File: config.mk
export PLATFORM = sky130hd
export DESIGN_NAME = sram_bridge_2x1
export DESIGN_NICKNAME = d
export VERILOG_FILES = /design/src/rtl/sram_bridge_2x1.sv
export SDC_FILE = /design/constraint.sdc
export NUM_CORES = 1
export LEC_CHECK = 0
export ABC_AREA = 0
export BUFFER_PORTS_ARGS = -buffer_cell sky130_fd_sc_hd__buf_2
export CORE_AREA = 2 2 118 120
export DETAILED_ROUTE_END_ITERATION = 8
export DIE_AREA = 0 0 120 122
export GPL_TIMING_DRIVEN = 0
export SYNTH_ARGS = -nofsm -noshare
export SYNTH_HDL_FRONTEND = slang
export SYNTH_SLANG_ARGS = --single-unit
File: constraint.sdc
create_clock -name clk -period 3.49 [get_ports clk]
set_clock_uncertainty 0.2 [all_clocks]
set_input_delay 0.349 -clock clk [delete_from_list [all_inputs] [get_ports clk]]
set_output_delay 0.349 -clock clk [all_outputs]
set_load 0.05 [all_outputs]
File: src/rtl/sram_bridge_2x1.sv
// Two-into-one SRAM-like bridge: the instruction and data requesters share one master port.
// Only one transaction is in flight at a time, and ties between the two sides are settled round-robin.
//
// state  | meaning
// -------+-----------------------------------------------
// IDLE   | no transaction owned; arbitrate and forward request
// WAIT_I | inst transaction accepted, waiting for m_data_ok
// WAIT_D | data transaction accepted, waiting for m_data_ok
module sram_bridge_2x1 #(
   parameter int DATA_W = 32
) (
   input  logic              clk,
   input  logic              rst,

   input  logic              inst_req,
   input  logic              inst_wr,
   input  logic [1:0]        inst_size,
   input  logic [DATA_W-1:0] inst_addr,
   input  logic [DATA_W-1:0] inst_wdata,
   output logic [DATA_W-1:0] inst_rdata,
   output logic              inst_addr_ok,
   output logic              inst_data_ok,

   input  logic              data_req,
   input  logic              data_wr,
   input  logic [1:0]        data_size,
   input  logic [DATA_W-1:0] data_addr,
   input  logic [DATA_W-1:0] data_wdata,
   output logic [DATA_W-1:0] data_rdata,
   output logic              data_addr_ok,
   output logic              data_data_ok,

   output logic              m_req,
   output logic              m_wr,
   output logic [1:0]        m_size,
   output logic [DATA_W-1:0] m_addr,
   output logic [DATA_W-1:0] m_wdata,
   input  logic [DATA_W-1:0] m_rdata,
   input  logic              m_addr_ok,
   input  logic              m_data_ok
);

   typedef enum logic [1:0] {
      IDLE   = 2'd0,
      WAIT_I = 2'd1,
      WAIT_D = 2'd2
   } state_t;

   state_t state;
   logic   last_data;
   logic   any_req;
   logic   sel_data;
   logic   fwd_req;

   assign any_req  = inst_req | data_req;
   // On a tie, the side that did not win the last grant is selected.
   assign sel_data = data_req & (~inst_req | ~last_data);
   // Gating with rst keeps the master port quiet while reset is held low.
   assign fwd_req  = rst & (state == IDLE) & any_req;

   always_ff @(posedge clk or negedge rst) begin
      if (!rst) begin
         state     <= IDLE;
         last_data <= 1'b0;
      end else begin
         case (state)
            IDLE: begin
               if (any_req && m_addr_ok) begin
                  state     <= sel_data ? WAIT_D : WAIT_I;
                  last_data <= sel_data;
               end
            end
            WAIT_I, WAIT_D: begin
               if (m_data_ok) state <= IDLE;
            end
            default: state <= IDLE;
         endcase
      end
   end

   always_comb begin
      m_req        = 1'b0;
      m_wr         = 1'b0;
      m_size       = 2'd0;
      m_addr       = '0;
      m_wdata      = '0;
      inst_addr_ok = 1'b0;
      data_addr_ok = 1'b0;
      if (fwd_req) begin
         m_req        = 1'b1;
         m_wr         = sel_data ? data_wr    : inst_wr;
         m_size       = sel_data ? data_size  : inst_size;
         m_addr       = sel_data ? data_addr  : inst_addr;
         m_wdata      = sel_data ? data_wdata : inst_wdata;
         inst_addr_ok = m_addr_ok & ~sel_data;
         data_addr_ok = m_addr_ok & sel_data;
      end
   end

   assign inst_data_ok = rst & (state == WAIT_I) & m_data_ok;
   assign data_data_ok = rst & (state == WAIT_D) & m_data_ok;
   assign inst_rdata   = m_rdata;
   assign data_rdata   = m_rdata;

endmodule

### Yosys cells after proc, flatten, opt, wreduce, memory -nomap -nowiden

Cells that the tools add are included.

| cells by class | value |
|---|---|
| bitwise logic cells | 14 |
| muxes and demuxes | 15 |
| reductions and logical operators | 5 |
| equality and inequality tests | 4 |

Operators by type and width:

| kind | count |
|---|---|
| 2-to-1 mux 32 bit | 4 |
| 2-to-1 mux 2 bit | 5 |
| bitwise AND 1 bit | 9 |
| 2-to-1 mux 1 bit | 5 |
| case mux 2 bit (2 select lines) | 1 |
| AND reduction 2 bit | 2 |
| inverter 1 bit | 3 |
| equality test 2 x 1 -> 1 bit (second input constant) | 1 |
| equality test 2 bit (second input constant) | 1 |
| zero test 2 bit | 1 |
| inequality test 2 x 1 -> 1 bit (second input constant) | 1 |
| inequality test 2 bit (second input constant) | 1 |
| OR 1 bit | 2 |
| OR reduction 2 bit | 1 |
| logical AND 1 bit | 1 |

| storage, ports and cells | value |
|---|---|
| bits in registers | 3 |
| input port bits | 172 |

### Longest topological paths before layout

| depth | value |
|---|---|
| word-level depth | 6 |
| depth in mapped cells | 7 |

### Worst setup path before layout

Ideal clock, no wire load.

| timing | value |
|---|---|
| path kind | register to output |
| from | reg state[0] |
| to | out m_addr[23] |
| slack | 0.945 ns |
| arrival time | 1.996 ns |
| path buffers | 3 |
| data required time | 2.941 ns |
| cell stages (with the launch flop) | 8 |
| cells stage by stage | dfrtp_1 inv_1 ha_1 clkbuf_2 o211ai_2 buf_2 buf_2 a21oi_1 |

| between the ends | value |
|---|---|
| longest elaborated chain between the ends | 4 |

Ends and longest elaborated chain:

| what | RTL line | RTL |
|---|---|---|
| start: declaration | 49 | `state_t state;` |
| start signal: assignment | 69 | `state <= sel_data ? WAIT_D : WAIT_I;` |
| zero test 2 bit | 59 | `assign fwd_req = rst & (state == IDLE) & any_req;` |
| bitwise AND 1 bit (2 in series) | 59 |  |
| 2-to-1 mux 32 bit | 89 | `if (fwd_req) begin` |
| end: declaration | 36 | `output logic [DATA_W-1:0] m_addr,` |

No other way between the ends.

### Worst setup path after layout

| timing | value |
|---|---|
| from | in rst |
| to | out m_addr[19] |

| between the ends | value |
|---|---|
| longest elaborated chain between the ends | 3 |

Ends and longest elaborated chain:

| what | RTL line | RTL |
|---|---|---|
| start: declaration | 13 | `input logic rst,` |
| bitwise AND 1 bit (2 in series) | 59 |  |
| 2-to-1 mux 32 bit | 89 |  |

No other way between the ends.

==> run_results.csv <==
group,metric,value,unit
synthesis,synth_common_cells,"136 x nand2_1, 68 x a21oi_1, 66 x buf_4",
setup_path,worstPathArrival,2.28,ns
status,outcome,"complete, no violations",
synthesis,ys_seq_elements,3,
finish,insertedDiodeCount,0,
placed_design,placedCellCount,773,
placed_design,dp_slack,0.9031,ns
setup_path,critical-path-top-cell-by-count,"buf_2",
global_route,antenna_found_initial,0,
power_and_ir_drop,worst_ir_drop_vdd,216.3,uV
setup_path,cp_max_fo,10,
detailed_routing,first_iter_violations,60,
synthesis,yosysMostFrequentCell,"nand2_1",
cts,post-cts-setup-buffers,0,
cts,cts_tree,"yes",
synthesis,syn-cell-area,1727,sq um
run,drv_cap,0,
synthesis,synth_seq_area_share,4.348,%
setup_path,r2r_start,"state[0]",
synthesis,synth_area_per_cell,5.430,sq um
setup_path,crit_family,"buffers and inverters",
hold_path,worst_hold_path_type,"in2reg",
detailed_routing,wire_per_inst,11.19,um
global_route,grt_pass1_wl,11740,um
sta,tightest_slew,0.4935,ns
synthesis,yosysUniqueCellTypes,24,
cts,max-clock-path-buffers,2,
die,initial_core_util,12.79,%
setup_path,max_stage_delay,0.54,ns
die,row_count,43,
finish,fin_cells,778,
setup_path,crit_buf_inv,5,
setup_path,cp_data_required_time,2.94,ns
sta,hold_viol,0,
detailed_routing,vias_per_cell,3.710,
power_and_ir_drop,leakage,2.121,nW
placed_design,finalWeightedCongestion,0.7710,
cts,cts.sinks,3,
synthesis,synthTopCellsByArea,"nand2_1 30%, buf_4 29%, a21oi_1 20%",
setup_path,path_class,"in2out",
placed_design,dp_hpwl,7440,um
setup_path,end_kind,"primary output",
sta,min_period,2.833,ns
setup_path,start_kind,"primary input",
sta,fmax,353.0,MHz
sta,setup_ws,0.6570,ns
finish,final_layout_size_suffix_gt1_share,61.04,%
setup_path,slowest_stage,"dlygate4sd3_1",
cts,cts_inserted_buffers,3,
setup_path,crit_start,"rst",
global_route,grt_pass1_vias,2427,
synthesis,synthFlopType,"dfrtp_1",
cts,path_clk_slew,0.03,ns
placed_design,numPortBuffers,275,
synthesis,synth_cells,318,
synthesis,synth-edff-count,0,
synthesis,synth_top_area_cell,"nand2_1",
die,dieWidth,120,um
cts,root_buffer,"clkbuf_16",
detailed_routing,drcViolationCount,0,
finish,fin_nets,774,
detailed_routing,postRouteAntennaNets,0,
sta,rsz0062_at_grt,"no",
setup_path,crit_chain,"dlygate4sd3_1 > buf_2 > o211ai_2 > buf_2 > buf_2 > a21oi_1 > buf_2",
die,io_pins,308,
cts,clk_latency,0.22,ns
hold_path,hold_start,"m_addr_ok",
die,coreArea,13500,sq um
cts,h-tree-depth,1,
global_route,track_usage,10.11,%
detailed_routing,dr.pass1.iters,4,
synthesis,syn_nets,493,
global_route,grt_max_degree,11,
die,dieArea,14640,sq um
die,die_h,122,um
sta,setup_tns,0,ns
global_route,overflow,0,
synthesis,synth_top_area_share,29.57,%
sta,drv_slew,0,
sta,max-slew-margin-rel,67.10,%
sta,setup_viol,0,
finish,filler_cell_count,1549,
detailed_routing,via_count,2886,
power_and_ir_drop,p_per_area,487.5,nW/um^2
finish,area_growth,97.90,%
synthesis,async_flop_share,100.0,%
sta,final.period_utilization,81.17,%
synthesis,yosys_warnings,0,
detailed_routing,routed_wl,8709,um
## layer usage
layer	GRT usage [%]	vias up	part of all wire, %
li1	-	1516	-
met1	11.37	1194	38
met2	19.99	174	52
met3	2.013	2	9.3
met4	1.176	0	0.16
met5	0	-	0
## worst reg2reg max path, cell delays in order (launching register included)
cell and delay [ns]:
dfrtp_1 0.38, inv_1 0.08, ha_1 0.29, nor2b_1 0.15
nand2b_1 0.17, o32ai_2 0.20
## per-stage QoR
step	area, sq um	hold slack, ns	power, W	utilization [%]
2_1_floorplan	1727	-0.1466	0.001133	-
3_3_place_gp	3328	-0.01230	0.001503	24.65
3_5_place_dp	3328	-0.009882	0.001501	24.65
4_1_cts	3417	0.2240	0.001687	25.30
5_1_grt	3417	0.2398	0.001775	25.30
6_report	3417	0.2206	0.001666	25.30
## power by group
group	internal (W)	total [W]	switching [W]
registers	0.0000501	0.0000645	0.0000144
logic	0.000377	0.00142	0.00105
clock network	0.000151	0.000179	0.0000286
## repair_timing
action | CTS | global route
hold endpoints to repair | 3 | 0
setup endpoints to repair | 0 | 0
gates resized for setup | 0 | 0
hold buffers | 1 | 0
## final timing paths
kind                                    to  slack, ns  cells after the start
worst max-delay path            m_addr[19]       0.66                      7
max in group asynchronous         state[1]       2.60                      2
worst min-delay path             last_data       0.22                      2
worst max register to register    state[1]       1.92                      5
worst min register to register    state[1]       0.36                      2
min in group asynchronous        last_data       0.33                      2
## cell type report
class	count	area, sq um	area share, %
timing repair buffer	276	1386	40.57
multi-input combinational	225	1020	29.84
buffer	87	620.6	18.16
tap	180	225.2	6.591
clock buffer	4	78.83	2.307
sequential	3	75.07	2.197
inverter	3	11.26	0.3295
## state kept, by name, summed over array words and instances (netlist names)
register,cells
last_data,1
state,2
## kinds of logic (layout without fill, tap and decap cells)
logic type	after synthesis	count (layout)	share of synthesized area (%)
AO/OA/AOI/OAI	76	76	24.20
AND/OR/NAND/NOR	146	146	32.68
flip-flops	3	3	4.348
buffers and inverters	90	370	36.59
adder cells (fa/ha/maj)	3	3	2.174
## cell usage in the layout (no fill, tap or decap)
master and count:
buf_2 287, nand2_1 136, a21oi_1 68, buf_4 66
clkbuf_1 5, buf_6 4, nand3_1 3, ha_1 3
clkbuf_16 3, dfrtp_1 3, inv_1 2, and3_1 2
nor2_1 2, nand2b_1 2, clkbuf_2 1, o211ai_2 1
inv_2 1, a21boi_2 1, a21bo_1 1, nor2b_1 1
o21ai_0 1, o211ai_1 1, o32ai_2 1, a31oi_1 1
a41oi_1 1, dlygate4sd3_1 1
(Power assumes the default switching activity.)
